`src/rtl/writeback_stage.sv`:
```
// writeback_stage
// Final pipeline stage. It accepts completed instructions from the memory
// stage and drives the register-file and predicate write ports. Non-load
// results retire one cycle after acceptance. Loads are parked in WAIT_LOAD
// until the memory response arrives or MAX_WAIT cycles elapse. A timed-out
// load is dropped without a writeback and raises a sticky flag.
//
// Ports:
//   clk, n_rst                 clock, synchronous active-low reset
//   in_valid / in_ready        upstream handshake (ready only in IDLE)
//   in_reg_write, in_reg_addr  destination register control
//   in_alu_data                result for non-load instructions
//   in_is_load                 result comes from the memory response
//   in_ps_write, in_ps_data    predicate register write
//   mem_resp_valid/_data       variable-latency load response
//   writeback_valid            one-cycle retire pulse
//   reg_write/reg_addr/reg_data, ps_write/ps_data   register-file write port
//   pending_valid/pending_addr outstanding load destination (hazard check)
//   load_timeout               sticky: a load was abandoned
//   retired_count              number of retire pulses, wraps at 2^16
module writeback_stage #(
    parameter int DATA_W   = 16,
    parameter int ADDR_W   = 4,
    parameter int MAX_WAIT = 32
) (
    input  logic              clk,
    input  logic              n_rst,
    input  logic              in_valid,
    output logic              in_ready,
    input  logic              in_reg_write,
    input  logic [ADDR_W-1:0] in_reg_addr,
    input  logic [DATA_W-1:0] in_alu_data,
    input  logic              in_is_load,
    input  logic              in_ps_write,
    input  logic              in_ps_data,
    input  logic              mem_resp_valid,
    input  logic [DATA_W-1:0] mem_resp_data,
    output logic              writeback_valid,
    output logic              reg_write,
    output logic [ADDR_W-1:0] reg_addr,
    output logic [DATA_W-1:0] reg_data,
    output logic              ps_write,
    output logic              ps_data,
    output logic              pending_valid,
    output logic [ADDR_W-1:0] pending_addr,
    output logic              load_timeout,
    output logic [15:0]       retired_count
);

    localparam int CNT_W = (MAX_WAIT > 2) ? $clog2(MAX_WAIT) : 1;

    typedef enum logic [0:0] {
        IDLE      = 1'b0,
        WAIT_LOAD = 1'b1
    } state_t;

    state_t            state;
    state_t            state_next;
    logic [CNT_W-1:0]  wait_cnt;
    logic              ld_reg_write;
    logic [ADDR_W-1:0] ld_reg_addr;
    logic              ld_ps_write;
    logic              ld_ps_data;
    logic              accept;
    logic              timed_out;

    assign in_ready = (state == IDLE);
    assign accept   = in_valid && in_ready;

    // A response on the last allowed cycle takes priority over the timeout.
    assign timed_out = (state == WAIT_LOAD) && !mem_resp_valid &&
                       (wait_cnt == CNT_W'(MAX_WAIT - 1));

    always_ff @(posedge clk) begin
        if (!n_rst) begin
            state <= IDLE;
        end else begin
            state <= state_next;
        end
    end

    always_comb begin
        state_next = state;
        case (state)
            IDLE: begin
                if (accept && in_is_load) begin
                    state_next = WAIT_LOAD;
                end
            end
            WAIT_LOAD: begin
                if (mem_resp_valid || timed_out) begin
                    state_next = IDLE;
                end
            end
            default: state_next = IDLE;
        endcase
    end

    // Datapath: retire pulses, load control latch, wait counter and status.
    // Write-port fields hold their last value between retires; they are only
    // meaningful while writeback_valid is high.
    always_ff @(posedge clk) begin
        if (!n_rst) begin
            writeback_valid <= 1'b0;
            reg_write       <= 1'b0;
            reg_addr        <= '0;
            reg_data        <= '0;
            ps_write        <= 1'b0;
            ps_data         <= 1'b0;
            pending_valid   <= 1'b0;
            pending_addr    <= '0;
            load_timeout    <= 1'b0;
            retired_count   <= '0;
            wait_cnt        <= '0;
            ld_reg_write    <= 1'b0;
            ld_reg_addr     <= '0;
            ld_ps_write     <= 1'b0;
            ld_ps_data      <= 1'b0;
        end else begin
            writeback_valid <= 1'b0;
            case (state)
                IDLE: begin
                    if (accept) begin
                        if (in_is_load) begin
                            ld_reg_write  <= in_reg_write;
                            ld_reg_addr   <= in_reg_addr;
                            ld_ps_write   <= in_ps_write;
                            ld_ps_data    <= in_ps_data;
                            wait_cnt      <= '0;
                            pending_valid <= in_reg_write;
                            pending_addr  <= in_reg_addr;
                        end else begin
                            writeback_valid <= 1'b1;
                            reg_write       <= in_reg_write;
                            reg_addr        <= in_reg_addr;
                            reg_data        <= in_alu_data;
                            ps_write        <= in_ps_write;
                            ps_data         <= in_ps_data;
                            retired_count   <= retired_count + 16'd1;
                        end
                    end
                end
                WAIT_LOAD: begin
                    if (mem_resp_valid) begin
                        writeback_valid <= 1'b1;
                        reg_write       <= ld_reg_write;
                        reg_addr        <= ld_reg_addr;
                        reg_data        <= mem_resp_data;
                        ps_write        <= ld_ps_write;
                        ps_data         <= ld_ps_data;
                        retired_count   <= retired_count + 16'd1;
                        pending_valid   <= 1'b0;
                    end else if (timed_out) begin
                        load_timeout  <= 1'b1;
                        pending_valid <= 1'b0;
                    end else begin
                        wait_cnt <= wait_cnt + CNT_W'(1);
                    end
                end
                default: ;
            endcase
        end
    end

endmodule

```
`config.mk`:
```
export PLATFORM = sky130hd
export DESIGN_NAME = writeback_stage
export DESIGN_NICKNAME = d
export VERILOG_FILES = /design/src/rtl/writeback_stage.sv
export SDC_FILE = /design/constraint.sdc
export NUM_CORES = 1
export LEC_CHECK = 0
export CAP_MARGIN = 20
export CORE_ASPECT_RATIO = 1.25
export CORE_MARGIN = 2
export CORE_UTILIZATION = 47
export DETAILED_ROUTE_END_ITERATION = 16
export MAX_ROUTING_LAYER = met4
export PLACE_DENSITY = 0.87
export RECOVER_POWER = 25
export SYNTH_ARGS = -nofsm -noshare
export SYNTH_HDL_FRONTEND = slang
export SYNTH_SLANG_ARGS = --single-unit
```
`constraint.sdc`:
```
create_clock -name clk -period 4.15 [get_ports clk]
set_clock_uncertainty 0.05 [all_clocks]
set_input_delay 1.0375 -clock clk [delete_from_list [all_inputs] [get_ports clk]]
set_output_delay 1.0375 -clock clk [all_outputs]
set_load 0.01 [all_outputs]
```
Word-level counts from Yosys, hierarchy flattened:

Cells that the tools add are included.

* word-level logic and storage cells: 79
* output and inout port bits: 47
* input port bits: 44
* flip-flop bits (word level): 55

* muxes and demuxes: 41
* bitwise operators: 2
* reductions and logical operators: 11
* equal/unequal tests: 8
* $add $sub $neg: 2

Operators by type and width (count)
* 2-to-1 mux 16 bit: 6
* one-hot mux 16 bit (2 select lines): 2
* 2-to-1 mux 5 bit: 4
* 2-to-1 mux 1 bit: 18
* adder 16 x 1 -> 16 bit, second input constant: 1
* 2-to-1 mux 4 bit: 3
* one-hot mux 1 bit (2 select lines): 6
* AND reduction 3 bit: 4
* one-hot mux 5 bit (2 select lines): 1
* inequality test 2 bit, second input constant: 4
* one-hot mux 4 bit (2 select lines): 1
* adder 5 x 1 -> 5 bit, second input constant: 1
* == test 5 bit, second input constant: 1
* logical AND 1 bit: 4
* inequality test 2 x 1 -> 1 bit, second input constant: 2
* AND reduction 4 bit: 1
* inequality test 3 x 2 -> 1 bit, second input constant: 1
* NOT 1 bit: 2
* zero test 1 bit: 1
* logical OR 1 bit: 1

Longest topological paths before layout:

* depth after elaboration: 6
* gate-level depth with buffers: 7
* depth with buffers taken out: 7

Worst setup path before layout:

No wires, ideal clock.

* path type: in2reg
* start: input mem_resp_valid
* end: register ps_data
* arrival: 2.069 ns
* buffers on the path: 4
* required time: 4.019 ns
* cell stages on the path: 7
* slack: 1.950 ns
* library setup time: 0.081 ns
* path through: and2_1 -> buf_6 -> or2_1 -> buf_2 -> buf_6 -> buf_6 -> a211oi_2

* cells in the longest elaborated chain, start to end: 2

RTL lines
* start: declaration: line 36 `input logic mem_resp_valid,`
* inequality test 2 bit (no line)
* AND reduction 3 bit (no line)
* end signal: assignment: line 138 `ps_data <= in_ps_data;`
* end signal: assignment: line 150 `ps_data <= ld_ps_data;`
* end: declaration: line 43 `output logic ps_data,`

Every way passes these cells.
A chain may end at the register's enable or synchronous reset.

Final worst setup path:

* start: input n_rst
* end: register reg_data[14]

RTL lines
* start: declaration: line 27 `input logic n_rst,`
* end signal: assignment: line 136 `reg_data <= in_alu_data;`
* end signal: assignment: line 148 `reg_data <= mem_resp_data;`
* end: declaration: line 41 `output logic [DATA_W-1:0] reg_data,`

No word-level cell between the ends.

==> metrics.txt <==
Pleak 1.219 nW; num rows 29; remaining antenna violation count 0; nets 384; clk slew on worst S/H paths 0.09 ns; Post-Layout Cell Count 400; Post-Syn Nets 303; sequential fraction of the synthesis area 45.22%; syn avg cell area 9.511 sq um; CTS Hold Bufs 0; XOR/XNOR Fraction of Synth Area 2.878%; pwr/cell area 316.3 nW/um^2; busiest grt layer met2; RSZ-0062 raised after global routing false; setup tns final 0 ns; Max Root-Sink Buffers 2; layout cells sized above 1 6.509%; Hold Path Class flip-flop to flip-flop; Die X-Extent 68.38 um; cell taking the most area after synthesis dfxtp_1; CP max FO 44; Finish-stage setup viols 0; Setup crit start kind primary input; die area 5776 sq um; WHS 0.4107 ns; area fraction in compound gates after synthesis 18.65%; Post-Syn Area 2435 sq um; total wire length 5560 um; Post-synth EDFFs 0; I/O Buffers 90; total grt overflow 0; CTS buffer count 5; DP Cell Count 392; first-pass GRT wire length 9142 um; met3 usage 3.887%; adder-cell share of the synthesized area 1.542%; Overall Power 0.001079 W; critical setup path kind primary input to flip-flop; synth top area cells dfxtp_1 (45%), mux2i_1 (10%), nor2_1 (5.9%); CTS tree done; Max VDD drop 246.7 uV; Fill cells 436; CTS resizes 0; routed len/inst 13.90 um; via/cell ratio 5.318; Ports 91; Synthesis Warnings 0; H-tree lvl count 2; Root Buffer clkbuf_8; core box area 5044 sq um; fin. max-slew vios 45; Sink Count 55; number of antenna violations at the first check in global routing 0; worst rel slew slack -29.21%; failing checks capacitance limit, slew limit; CP required 4.19 ns; P&R area growth vs syn 40.08%; asr flop ratio synth 0%; Yosys reg bits 55; worst skew pair latency 0.31 ns; status complete, but fails checks; Fmax 295.4 MHz; post-route clock period utilization 81.57%; drt pass-1 iters 4; Primary FF master, synth dfxtp_1; chip height 84.47 um; antenna fix cells 0; Final Hold Fails 0; Final Util 67.63%; Final HPWL DP 3952 um; main combinational cell family by area after synthesis compound AO/OA/AOI/OAI gates; initial core utilization 48.28%; Setup crit end kind flip-flop; met2 global-route usage 35.57%; Worst-Margin Slew 1.938 ns; DRT iter0 DRCs 99; Vias 2127; DRC violations left 0; area share of the largest cell type after synthesis 45.22%; vias in the first global route 2013; Synth Area in Simple Gates 16.44%; grt met1 use 24.43%; Worst Path Arrival 3.43 ns; Post-CTS Setup Bufs 0; Tmin final 3.385 ns; Global Route Usage Sum 21.04%; Cells after Synth 256; Yosys cell types 32; final estimated routing congestion in global placement 0.7434; multiplexer share of the synthesized area 10.28%; MaxCap Viol Count 1; largest net degree at the start of global routing 50
## final cells by class
class                      instances  area (sq um)  area share [%]
inverter                           5         18.77          0.5503
multi-input combinational        179          1207           35.40
sequential                        55          1102           32.32
timing repair buffer              91         904.6           26.52
tap                               62         77.57           2.274
clock buffer                       8         100.1           2.935
## report_power, final
group | switching (W) | leakage (nW) | internal (W)
sequential | 0.0000225 | 0.450 | 0.000554
combinational | 0.0000813 | 0.718 | 0.000106
clock | 0.000163 | 0.0515 | 0.000152
## path summary, 6_finish.rpt
path | slack (ns) | depth (start not counted) | to | start
worst max register to register | 1.46 | 4 | reg_data[5]$_SDFFE_PN0P_ | state$_SDFF_PN0_
worst min-delay path | 0.41 | 2 | ld_ps_data$_SDFFE_PN0P_ | ld_ps_data$_SDFFE_PN0P_
worst max-delay path | 0.76 | 4 | reg_data[14]$_SDFFE_PN0P_ | n_rst
worst min register to register | 0.41 | 2 | ld_ps_data$_SDFFE_PN0P_ | ld_ps_data$_SDFFE_PN0P_
## cells in the mapped netlist (all sizes together), types with 3 or more instances
cell type	n
dfxtp	55
nor2	38
mux2i	25
a211oi	23
nand2	19
a21oi	18
o21ai	11
buf	10
or3	9
clkbuf	7
xor2	6
inv	4
nand3	4
o2111ai	4
and4	3
ha	3
## kinds of logic (layout without fill, tap and decap cells)
kind of cell | after synthesis | after routing
adder cells (fa/ha/maj) | 3 | 3
AO/OA/AOI/OAI | 60 | 60
AND/OR/NAND/NOR | 83 | 83
multiplexers | 25 | 25
flip-flops | 55 | 55
XOR/XNOR | 8 | 8
buffers and inverters | 22 | 104
## cell usage in the layout (no fill, tap or decap), drive strengths merged, types with 3 or more instances in the layout
cell	synthesis	layout
clkdlybuf4s50	0	70
a211oi	23	23
dfxtp	55	55
o2111ai	4	4
nor2	38	38
inv	4	4
nand2	19	19
ha	3	3
mux2i	25	25
o21ai	11	11
nand3	4	4
clkbuf	7	9
and4	3	3
or3	9	9
dlygate4sd3	0	20
a21oi	18	18
xor2	6	6
## sequential cells by signal, indices dropped and copies added (netlist names)
| name | cells |
|---|---|
| ld_ps_data | 1 |
| ld_ps_write | 1 |
| ld_reg_addr | 4 |
| ld_reg_write | 1 |
| load_timeout | 1 |
| pending_valid | 1 |
| ps_data | 1 |
| ps_write | 1 |
| reg_addr | 4 |
| reg_data | 16 |
| reg_write | 1 |
| retired_count | 16 |
| state | 1 |
| wait_cnt | 5 |
| writeback_valid | 1 |
## critical path, cell delays in order
cell and delay (ns):
dlygate4sd3_1 0.58, clkinv_1 0.25, clkbuf_1 1.43, a211oi_1 0.11
## routing by layer
metal / vias up / share of wire, %
met5: - / 0
met1: 985 / 43
li1: 1067 / -
met2: 67 / 50
met4: 0 / 1.5
met3: 8 / 5.5
## per-stage QoR
step	setup slack (ns)	cell area, sq um
floorplan	1.950	2435
global placement	0.9249	3319
detailed placement	0.8042	3319
CTS	1.129	3420
global route	0.5830	3411
finish	0.7650	3411
Power figures use the tool's default switching activity.
